`config.mk`:
```
export PLATFORM = sky130hd
export DESIGN_NAME = uart_rx
export DESIGN_NICKNAME = d
export VERILOG_FILES = /design/src/rtl/uart_pkg.sv /design/src/rtl/uart_rx_sync.sv /design/src/rtl/uart_rx.sv
export SDC_FILE = /design/constraint.sdc
export NUM_CORES = 1
export LEC_CHECK = 0
export CORE_UTILIZATION = 50
export DETAILED_ROUTE_END_ITERATION = 6
export GPL_TIMING_DRIVEN = 0
export PLACE_DENSITY_LB_ADDON = 0.15
export SLEW_MARGIN = 20
export SYNTH_ARGS = -nofsm -noshare
export SYNTH_HDL_FRONTEND = slang
export SYNTH_SLANG_ARGS = --single-unit
```
`constraint.sdc`:
```
create_clock -name uart_clk -period 1.88 [get_ports uart_clk]
set_clock_uncertainty 0.15 [all_clocks]
set_input_delay 0.47 -clock uart_clk [delete_from_list [all_inputs] [get_ports uart_clk]]
set_output_delay 0.47 -clock uart_clk [all_outputs]
set_load 0.02 [all_outputs]
```
`src/rtl/uart_pkg.sv`:
```
// Shared UART constants and FSM state encoding, common to the receiver and transmitter.
package uart_pkg;

  localparam int unsigned UART_OVERSAMPLE = 16;
  localparam logic [3:0]  UART_MID        = 4'd7;
  localparam logic [3:0]  UART_LAST       = 4'd15;
  localparam int unsigned UART_DATA_BITS  = 8;

  typedef enum logic [1:0] {
    IDLE  = 2'd0,
    START = 2'd1,
    DATA  = 2'd2,
    STOP  = 2'd3
  } uart_state_e;

endpackage

```
`src/rtl/uart_rx_sync.sv`:
```
// rxd synchroniser, history flop and sample filter for uart_rx.
// UART_RX_MAJORITY_EN: smp is the 2-of-3 majority of the last three synchronised values.
module uart_rx_sync
  import uart_pkg::*;
(
  input  logic uart_clk,
  input  logic reset,
  input  logic rxd,
  output logic rxs,
  output logic rxs_d,
  output logic smp
);

  logic sync1;

  // Idle-high reset values: the line must show a real 1->0 edge after reset.
  always_ff @(posedge uart_clk or negedge reset) begin
    if (!reset) begin
      sync1 <= 1'b1;
      rxs   <= 1'b1;
      rxs_d <= 1'b1;
    end else begin
      sync1 <= rxd;
      rxs   <= sync1;
      rxs_d <= rxs;
    end
  end

`ifdef UART_RX_MAJORITY_EN
  logic [1:0] hist;

  always_ff @(posedge uart_clk or negedge reset) begin
    if (!reset) begin
      hist <= '1;
    end else begin
      hist <= {hist[0], rxs};
    end
  end

  assign smp = (rxs & hist[0]) | (rxs & hist[1]) | (hist[0] & hist[1]);
`else
  assign smp = rxs;
`endif

endmodule

```
`src/rtl/uart_rx.sv`:
```
// 16x-oversampled 8N1 UART receiver with one-cycle data-valid and framing-error pulses.
// Optional UART_RX_MAJORITY_EN enables the majority sample filter in uart_rx_sync.
module uart_rx
  import uart_pkg::*;
#(
  parameter int unsigned OVERSAMPLE = UART_OVERSAMPLE
) (
  input  logic       reset,
  input  logic       uart_clk,
  input  logic       rxd,
  output logic [7:0] rx_data,
  output logic       rx_status,
  output logic       rx_frame_err,
  output logic       rx_busy
);

  localparam logic [3:0] BIT_MID  = 4'(OVERSAMPLE / 2 - 1);
  localparam logic [3:0] BIT_LAST = 4'(OVERSAMPLE - 1);
  localparam logic [2:0] IDX_LAST = 3'(UART_DATA_BITS - 1);

  logic rxs, rxs_d, smp;

  uart_state_e state, state_nxt;
  logic [3:0]  cnt, cnt_nxt;
  logic [2:0]  bitidx, bitidx_nxt;
  logic [7:0]  shreg, shreg_nxt;
  logic [7:0]  data_nxt;
  logic        status_nxt, ferr_nxt;

  uart_rx_sync u_sync (
    .uart_clk (uart_clk),
    .reset    (reset),
    .rxd      (rxd),
    .rxs      (rxs),
    .rxs_d    (rxs_d),
    .smp      (smp)
  );

  always_ff @(posedge uart_clk or negedge reset) begin
    if (!reset) begin
      state        <= IDLE;
      cnt          <= '0;
      bitidx       <= '0;
      shreg        <= '0;
      rx_data      <= '0;
      rx_status    <= 1'b0;
      rx_frame_err <= 1'b0;
    end else begin
      state        <= state_nxt;
      cnt          <= cnt_nxt;
      bitidx       <= bitidx_nxt;
      shreg        <= shreg_nxt;
      rx_data      <= data_nxt;
      rx_status    <= status_nxt;
      rx_frame_err <= ferr_nxt;
    end
  end

  always_comb begin
    state_nxt  = state;
    cnt_nxt    = cnt + 4'd1;
    bitidx_nxt = bitidx;
    shreg_nxt  = shreg;
    data_nxt   = rx_data;
    status_nxt = 1'b0;
    ferr_nxt   = 1'b0;
    unique case (state)
      IDLE: begin
        cnt_nxt = '0;
        if (rxs_d && !rxs) state_nxt = START;
      end
      START: begin
        if (cnt == BIT_MID) begin
          cnt_nxt    = '0;
          bitidx_nxt = '0;
          state_nxt  = smp ? IDLE : DATA;
        end
      end
      DATA: begin
        if (cnt == BIT_LAST) begin
          cnt_nxt           = '0;
          shreg_nxt[bitidx] = smp;
          bitidx_nxt        = bitidx + 3'd1;
          if (bitidx == IDX_LAST) state_nxt = STOP;
        end
      end
      STOP: begin
        // Returning to IDLE at mid-stop-bit lets a back-to-back start edge through.
        if (cnt == BIT_LAST) begin
          cnt_nxt   = '0;
          state_nxt = IDLE;
          if (smp) begin
            data_nxt   = shreg;
            status_nxt = 1'b1;
          end else begin
            ferr_nxt = 1'b1;
          end
        end
      end
    endcase
  end

  assign rx_busy = (state != IDLE);

endmodule
```
======== After elaboration in Yosys (flattened, before gate mapping) ========
Index checks and enable logic that the tools add are counted.
operators by class
  add/sub/neg operators ................... 2
  reductions and logical operators ........ 11
  muxes and demuxes ....................... 22
  equality and inequality tests ........... 11
  $lt $le $gt $ge ......................... 2
operators by type and width
  kind                                                                                  number
  2-bit 2-to-1 mux                                                                      6
  4-bit case mux with 3 select lines                                                    1
  2-bit != test (second input constant)                                                 5
  8-bit bitwise mux                                                                     1
  4-bit 2-to-1 mux                                                                      2
  2-bit case mux with 4 select lines                                                    1
  1-bit 2-to-1 mux                                                                      7
  3-bit 2-to-1 mux                                                                      2
  3-bit case mux with 2 select lines                                                    1
  3-bit AND reduction                                                                   2
  5-bit AND reduction                                                                   1
  4-bit by 1-bit adder with 4-bit output (second input constant)                        1
  2-bit equality test (second input constant)                                           2
  4-bit by 3-bit equality test with 1-bit output (second input constant)                1
  4-bit equality test (second input constant)                                           1
  3-bit by 4-bit less-than comparator with 1-bit output (second input constant)         1
  2-bit nonzero test                                                                    2
  3-bit by 1-bit adder with 3-bit output (second input constant)                        1
  1-bit demux with 3-bit select                                                         1
  3-bit equality test (second input constant)                                           1
  3-bit by 1-bit greater-or-equal comparator with 1-bit output (second input constant)  1
  2-bit by 1-bit equality test with 1-bit output (second input constant)                1
  1-bit logical AND                                                                     2
  2-bit logical NOT                                                                     1
  3 further kinds                                                                       3
storage, ports and cells
  register bits ........................... 30
  output and inout bits ................... 11

======== Longest topological paths before layout ========
Gate-level depths: netlist of run 1.
  depth in word-level cells ............... 5
  depth in mapped cells ................... 5

======== By module ========
A second synthesis of run 1 with hierarchy kept.
second synthesis, totals
  cell total of the unflattened synthesis .. 111
  area, all modules ....................... 1438.9 µm²
by module, submodules not included
  module        sequential area each (µm²)  instances  area each (µm²)  cells an instance
  uart_rx       675.6                       1          1352.5           107
  uart_rx_sync  78.8                        1          86.3             4

======== Worst setup path after synthesis of run 1 ========
OpenSTA, ideal clock, no wires.
  kind .................................... reg2reg
  start ................................... register cnt[0]
  end ..................................... register rx_data[0]
  arrival time ............................ 1354 ps
  path slack .............................. 251 ps
  path buffers ............................ 1
  library setup time ...................... 125 ps
  cell stages (with the launch flop) ...... 6
  required time ........................... 1605 ps
  cell sequence ........................... dfrtp_1 > ha_1 > buf_4 > nand4_1 > nor2_4 > mux2_2
on the way
  longest elaborated chain between the ends .. 2
ends and longest elaborated chain
  element                               RTL line       RTL
  start, declared                       uart_rx.sv:24  logic [3:0] cnt, cnt_nxt;
  start signal, assigned                uart_rx.sv:50  cnt <= cnt_nxt;
  4-bit equality test                   uart_rx.sv:89  if (cnt == BIT_LAST) begin
  3-bit AND reduction (no source line)  -
  end signal, assigned                  uart_rx.sv:53  rx_data <= data_nxt;
  end, declared                         uart_rx.sv:11  output logic [7:0] rx_data,
No other way between the ends.
A chain may end at the register's enable or synchronous reset.

======== Final worst setup path of run 1 ========
  start ................................... register state[0]
  end ..................................... output port rx_busy
on the way
  longest elaborated chain between the ends .. 1
ends and longest elaborated chain
  element                 RTL line        RTL
  start, declared         uart_rx.sv:23   uart_state_e state, state_nxt;
  start signal, assigned  uart_rx.sv:49   state <= state_nxt;
  2-bit nonzero test      uart_rx.sv:103  assign rx_busy = (state != IDLE);
  end, declared           uart_rx.sv:14   output logic rx_busy
No other way between the ends.

==> results of run 1 <==
-- power by group through the flow --
| stage | logic (mW) | clock network, mW | registers [mW] |
|---|---|---|---|
| 4_1_cts | 0.513 | 0.413 | 0.771 |
| 6_report | 0.592 | 0.395 | 0.772 |
| 2_1_floorplan | 0.374 | 0 | 0.773 |
| 3_5_place_dp | 0.474 | 0 | 0.792 |
| 5_1_grt | 0.652 | 0.433 | 0.780 |
| 3_3_place_gp | 0.467 | 0 | 0.786 |
-- what timing repair did --
action / 4_1_cts / 5_1_grt
pin swaps: 0 / 4
gates cloned: 0 / 1
setup buffers: 1 / 5
setup endpoints to repair: 11 / 11
gates resized for setup: 16 / 9
-- through the flow --
stage / instance area [µm²] / worst slack [ns] / hold slack [ns] / setup TNS (ns)
6_report: 1683 / 0.03899 / 0.01004 / 0
5_1_grt: 1683 / -0.02806 / 0.05481 / -0.07704
4_1_cts: 1604 / 0.03310 / 0.02398 / 0
3_5_place_dp: 1546 / -0.1209 / 0.1976 / -0.1209
3_3_place_gp: 1551 / -0.2994 / 0.1989 / -8.364
2_1_floorplan: 1384 / 0.2514 / 0.02441 / 0
-- cell type report --
cell class                      count  area [µm²]  share of cell area, %
Buffer                              6       50.05                  2.974
Clock buffer                        7       55.05                  3.271
Clock inverter                      1       5.005                 0.2974
Inverter                            1       3.754                 0.2230
Multi-Input combinational cell     73       624.3                  37.10
Sequential cell                    30       754.5                  44.83
Tap cell                           30       37.54                  2.230
Timing Repair Buffer               19       152.6                  9.071
-- Yosys cell counts --
master	number	area, µm²
dfrtp_1	27	675.7
mux2_2	15	168.9
nor2_1	6	22.52
nand3_1	5	25.02
nor3_1	5	25.02
a21oi_1	4	20.02
nand2_1	4	15.01
dfstp_2	3	78.83
ha_1	3	37.54
and3_1	2	12.51
and4bb_1	2	25.02
buf_4	2	15.01
buf_6	2	22.52
nand2b_1	2	12.51
nand4_1	2	12.51
nand4b_1	2	17.52
nor2b_1	2	12.51
o32ai_1	2	17.52
a21o_1	1	7.510
a22o_1	1	8.760
a311oi_1	1	8.760
a31oi_1	1	6.260
and2b_1	1	7.510
and4b_1	1	10.01
and4b_2	1	11.26
buf_2	1	5.000
clkbuf_1	1	3.750
inv_1	1	3.750
mux2_4	1	15.01
nor2_4	1	11.26
nor3b_1	1	7.510
nor4_1	1	6.260
nor4b_4	1	23.77
o21ai_0	1	5.000
o22a_1	1	8.760
or3b_1	1	8.760
xnor2_1	1	8.760
-- metal layers --
layer / vias up / routed length, µm / part of all wire [%] / GRT usage, %
met1: 458 / 1162 / 45 / 22.63
li1: 455 / - / - / -
met2: 24 / 1242 / 48 / 27.91
met5: - / 0 / 0 / 0
met4: 0 / 46 / 1.8 / 10.26
met3: 7 / 140 / 5.4 / 8.333
-- cell usage in the layout, fill, tap and decap left out, types with 2 or more instances in the layout --
master,Yosys,layout
and4bb_1,2,2
ha_1,3,2
o32ai_1,2,2
nor2_1,6,5
dfstp_2,3,3
clkbuf_1,1,2
nand4b_1,2,2
dlygate4sd2_1,0,10
clkbuf_4,0,5
nor2_4,1,3
mux2_4,1,6
nand2b_1,2,2
buf_6,2,3
and3_1,2,2
nand3_1,5,5
nor3_1,5,4
nand2_1,4,4
buf_2,1,3
nor2b_1,2,2
nand4_1,2,2
a21oi_1,4,4
dfrtp_1,27,27
mux2_2,15,10
buf_4,2,7
-- registers in the layout, indices dropped and copies added (netlist names), named ones only --
signal        flops
rx_status         1
u_sync.rxs_d      1
shreg             8
u_sync.sync1      1
state             1
rx_frame_err      1
bitidx            3
u_sync.rxs        1
rx_data           8
cnt               4
-- worst max path at each step --
| stage | from | slack (ns) | cells past startpoint | endpoint |
|---|---|---|---|---|
| 6_report | state[0]$_DFFE_PN0P_ | 0.04 | 4 | rx_busy |
| 5_1_grt | cnt[0]$_DFF_PN0_ | -0.03 | 6 | rx_data[2]$_DFFE_PN0P_ |
| 4_1_cts | cnt[0]$_DFF_PN0_ | 0.03 | 5 | rx_data[6]$_DFFE_PN0P_ |
| 3_5_place_dp | flip-flop | -0.12 | 4 | rx_busy |
| 3_3_place_gp | reset | -0.30 | 1 | shreg[7]$_DFFE_PN0P_ |
| 2_1_floorplan | cnt[0]$_DFF_PN0_ | 0.25 | 5 | rx_data[0]$_DFFE_PN0P_ |
-- cell families after synthesis --
group                      after synthesis  share of synthesized area (%)
and+or+nand+nor                         40                          19.26
adders and majority gates                3                          2.713
xor gates and xnor gates                 1                         0.6330
DFF                                     30                          54.52
muxes                                   16                          13.29
buffers and inverters                    7                          3.615
AOI/OAI and AO/OA                       12                          5.968
==> results by group, run 1 <==
CTS
  • Largest buffer count on any clock path: 2
  • Clk root buf: clkbuf_4
  • CTS clock-pin slew for the worst setup and hold paths: 0.09 ns
  • Clock Sinks: 30
  • CTS Hold Bufs: 0
  • Cts bufs inserted: 5
  • Clock Latency Late Sink: 0.33 ns
  • H-Tree Depth: 2
  • CTS tree: done

Placed design
  • Placed cell count: 152
  • RD Place Congestion: 0.7685
  • Post-DP HPWL: 1.607 mm
  • I/O Buffers: 13

Pwr
  • Cell Pwr Density: 1045 mW/mm²
  • Sw Share: 33.19%
  • Clk pwr share: 22.5%
  • Tot Pwr: 1.759 mW
  • LEAKAGE: 0.8021 nW
  • Reg power frac: 43.9%
  • Sw power: 583.8 µW
  • Internal: 1.175 mW
  • Worst VDD drop: 1.000 mV
  • Comb power frac: 33.7%

Setup path
  • Setup crit start kind: flip-flop
  • FF-to-FF End: rx_data[3]$_DFFE_PN0P_
  • Worst path top cell family by delay: flip-flops
  • Crit path kind: flip-flop to output pin
  • Worst path cell trace: buf_6 -> nor2_4 -> inv_1 -> buf_2
  • Crit end category: output pin
  • Crit path max fanout: 10
  • Crit-path slowest cell: dfrtp_1
  • Worst Reg-to-Reg Cells: 6
  • R2R setup slack: 0.04 ns
  • Slowest cell delay on critical path: 0.41 ns
  • FF-to-FF Start: cnt[0]$_DFF_PN0_
  • WP data required: 1.26 ns
  • Buffers plus inverters on the worst setup path: 3
  • Crit path DAT: 1.22 ns

Cells and area
  • Final core occ: 66.13%
  • Layout cells sized above 1: 33.58%
  • Final #Nets: 142
  • Finished Layout Cells: 167
  • Area growth syn-to-layout: 21.61%
  • # diodes: 0
  • Fill cells: 206

Floorplan
  • Die Area: 0.002982 mm²
  • # rows: 18
  • Io pins: 14
  • Die Span Y: 54.61 µm
  • Initial Util: 54.38%
  • Core area: 0.002545 mm²
  • Die W: 54.61 µm

Drt
  • Post-route ant nets: 0
  • Total number of vias: 944
  • DRT Wirelength: 2.592 mm
  • Initial DRC Count: 24
  • DRC violations left: 0
  • Average wire per standard cell: 15.52 µm
  • Vias per cell: 5.653
  • Drt first pass iters: 4

Logic synthesis
  • Post-Syn Area: 0.001384 mm²
  • Post-Syn Instances: 109
  • Count of cell types in the netlist: 37
  • FF+latch count, synth: 30
  • Seq/Total Area, Yosys: 54.52%
  • Mean Syn Cell Area: 12.70 µm²
  • Syn_nets: 115
  • Count of warnings emitted by yosys: 0

Timing
  • Slew @ Worst Pin: 0.6588 ns
  • Fin. max-slew vios: 0
  • Final hold vios: 0
  • Max Freq: 543.2 MHz
  • Relative slew slack: 56.08%
  • Fin crit period: 1.841 ns
  • Period utilization: 97.93%
  • # setup viols final: 0

Global route
  • First-pass GRT wire length: 3.719 mm
  • Vias in the first global route: 814
  • GRT Overall Usage: 18.83%
  • Largest net degree at the start of global routing: 31
  • Total overflow reported by the global router: 0
  • Initial antenna violation count: 0

Flow run
  • Maxcap violations: 0

Run status
  • Status: finished clean

Hold path
  • HP Class: input port to asynchronous set/reset pin
(Power assumes the default switching activity.)
==> run 2: changes to the inputs <==
--- a/config.mk
+++ b/config.mk
@@ -8,8 +8,10 @@
 export CORE_UTILIZATION = 50
 export DETAILED_ROUTE_END_ITERATION = 6
 export GPL_TIMING_DRIVEN = 0
+export MAX_ROUTING_LAYER = met4
 export PLACE_DENSITY_LB_ADDON = 0.15
 export SLEW_MARGIN = 20
 export SYNTH_ARGS = -nofsm -noshare
 export SYNTH_HDL_FRONTEND = slang
+export SYNTH_HIERARCHICAL = 1
 export SYNTH_SLANG_ARGS = --single-unit
==> results by group, run 2 <==
Placed design
  • Post-DP HPWL: 1.759 mm
  • RD Place Congestion: 0.8062
  • Placed cell count: 155
  • I/O Buffers: 13

Global route
  • Met2 GRT Util: 30.98%
  • GR Util met1: 23.96%
  • Initial antenna violation count: 0
  • GRT Overall Usage: 20.18%
  • First-pass GRT wire length: 4.616 mm
  • Vias in the first global route: 1,010
  • Gr busiest metal: met2
  • Total overflow reported by the global router: 0
  • Met3 Track Usage GR: 7.209%
  • Largest net degree at the start of global routing: 31

Floorplan
  • Core area: 0.002734 mm²
  • Die W: 55.65 µm
  • Die Area: 0.003096 mm²
  • # rows: 19
  • Io pins: 14
  • Initial Util: 52.63%
  • Die Span Y: 55.65 µm

Logic synthesis
  • Count of warnings emitted by yosys: 6
  • Largest family of logic cells by synthesized area: simple AND/OR/NAND/NOR gates
  • Synth Area in Compound Gates: 5.217%
  • Seq/Total Area, Yosys: 52.43%
  • Post-Syn Area: 0.001439 mm²
  • XOR/XNOR Fraction of Synth Area: 1.217%
  • Top-count cell post-synth: dfrtp_1
  • Count of flip-flops with a built-in enable after synthesis: 0
  • Count of cell types in the netlist: 36
  • Post-synth top cells: 27 x dfrtp_1, 16 x mux2_1, 8 x nor2_1
  • Dominant cell type by area after synthesis: dfrtp_1
  • Mean Syn Cell Area: 12.96 µm²
  • FF+latch count, synth: 30
  • Dominant synthesized flop cell: dfrtp_1
  • Most area-consuming cells after synthesis: dfrtp_1 47%, mux2_1 13%, dfstp_2 5.5%
  • Post-Syn Instances: 111
  • Adder-Cell Fraction of Synth Area: 2.609%
  • Post-synth ARST share: 100.0%
  • Post-synthesis mux area share: 12.52%
  • Yosys top cell area share: 46.96%
  • Syn_nets: 117
  • Simple-gate area share of the yosys netlist: 20.35%

Timing
  • Max Freq: 552.2 MHz
  • # setup viols final: 0
  • Period utilization: 96.32%
  • Relative slew slack: 56.06%
  • Fin. max-slew vios: 0
  • Unrepaired setup endpoints after global routing: false
  • Fin crit period: 1.811 ns
  • Hold Slack: 0.01444 ns
  • Slew @ Worst Pin: 0.6592 ns
  • Final hold vios: 0

Setup path
  • Worst Reg-to-Reg Cells: 5
  • FF-to-FF End: shreg[5]$_DFFE_PN0P_
  • Crit path DAT: 1.19 ns
  • Crit end category: output pin
  • R2R setup slack: 0.13 ns
  • FF-to-FF Start: cnt[0]$_DFF_PN0_
  • Setup crit start kind: flip-flop
  • WP data required: 1.26 ns
  • Crit path kind: flip-flop to output pin
  • Crit path max fanout: 10

Drt
  • DRC violations left: 0
  • Drt first pass iters: 3
  • Initial DRC Count: 10
  • DRT Wirelength: 2.511 mm
  • Post-route ant nets: 0
  • Total number of vias: 926
  • Vias per cell: 5.612
  • Average wire per standard cell: 15.22 µm

Pwr
  • Cell Pwr Density: 1041 mW/mm²
  • Worst VDD drop: 0.7352 mV
  • LEAKAGE: 0.8551 nW

Run status
  • Status: finished clean

CTS
  • Clock Sinks: 30
  • CTS clock-pin slew for the worst setup and hold paths: 0.09 ns
  • Clock Latency Late Sink: 0.33 ns
  • H-Tree Depth: 2
  • Cts bufs inserted: 5
  • CTS tree: done
  • Clk root buf: clkbuf_4
  • Largest buffer count on any clock path: 2
  • CTS Hold Bufs: 0

Cells and area
  • Final #Nets: 139
  • # diodes: 0
  • Most frequent cells in the layout: 27 x dfrtp_1, 16 x mux2_1, 10 x dlygate4sd2_1, 7 x nor2_1
  • Regs by FF count: rx_data x8, shreg x8, cnt x4
  • Fill cells: 227
  • Area growth syn-to-layout: 15.91%
  • Most common cell after layout, fill and taps aside: dfrtp_1
  • Layout cells sized above 1: 25.37%
  • Finished Layout Cells: 165

Hold path
  • HP Class: input port to asynchronous set/reset pin

Flow run
  • Maxcap violations: 0
[run 2: worst max-delay path, cell delays in order, from the launching register on]
cell	delay, ns
dfrtp_1	0.39
buf_4	0.17
nor2_4	0.12
inv_1	0.04
buf_2	0.15
[run 2: layout make-up]
cell class	count	area (µm²)	share of cell area [%]
Buffer	9	70.07	4.201
Multi-Input combinational cell	69	610.6	36.61
Inverter	3	11.26	0.6752
Clock inverter	1	5.005	0.3001
Tap cell	31	38.79	2.326
Sequential cell	30	754.5	45.24
Timing Repair Buffer	15	122.6	7.352
Clock buffer	7	55.05	3.301
[run 2: power by group]
part	total (mW)	internal [mW]	switching [mW]
registers	0.769	0.714	0.0543
clock network	0.399	0.181	0.218
logic	0.569	0.238	0.331
total	1.74	1.13	0.603
[run 2: kinds of logic (layout without fill, tap and decap cells)]
| logic type | after synthesis | count (layout) |
|---|---|---|
| AOI/OAI and AO/OA | 10 | 10 |
| xor gates and xnor gates | 2 | 2 |
| adders and majority gates | 3 | 3 |
| buffers and inverters | 12 | 35 |
| DFF | 30 | 30 |
| muxes | 16 | 16 |
| and+or+nand+nor | 38 | 38 |
[run 2: layer usage]
layer	share of wire, %	up-vias	routed length, µm
met3	3.9	4	98
met2	50	15	1254
li1	-	439	-
met5	0	-	0
met1	45	468	1120
met4	1.5	0	38
[run 2: worst max path at each step]
stage | end | cells past startpoint | slack (ns)
after floorplan | shreg[5]$_DFFE_PN0P_ | 5 | 0.32
after global placement | cnt[0]$_DFF_PN0_ | 1 | -0.27
after detailed placement | rx_busy | 4 | -0.20
after CTS | rx_busy | 4 | 0.06
after global routing | rx_busy | 4 | 0.006
final | rx_busy | 4 | 0.07
[run 2: through the flow]
step | TNS [ns] | util [%] | total power, mW | worst slack, ns | cell area [µm²]
after global placement | -7.547 | 58.81 | 1.274 | -0.2692 | 1608
after floorplan | 0 | - | 1.178 | 0.3227 | 1439
after CTS | 0 | 61.01 | 1.744 | 0.06124 | 1668
after global routing | 0 | 61.01 | 1.852 | 0.006189 | 1668
after detailed placement | -0.2015 | 58.63 | 1.307 | -0.2015 | 1603
final | 0 | 61.01 | 1.736 | 0.06912 | 1668
[run 2: repair_timing]
action | in CTS | in global routing
gates resized for setup | 16 | 0
buffers inserted | 2 | 0
endpoints found under the setup margin | 11 | 0
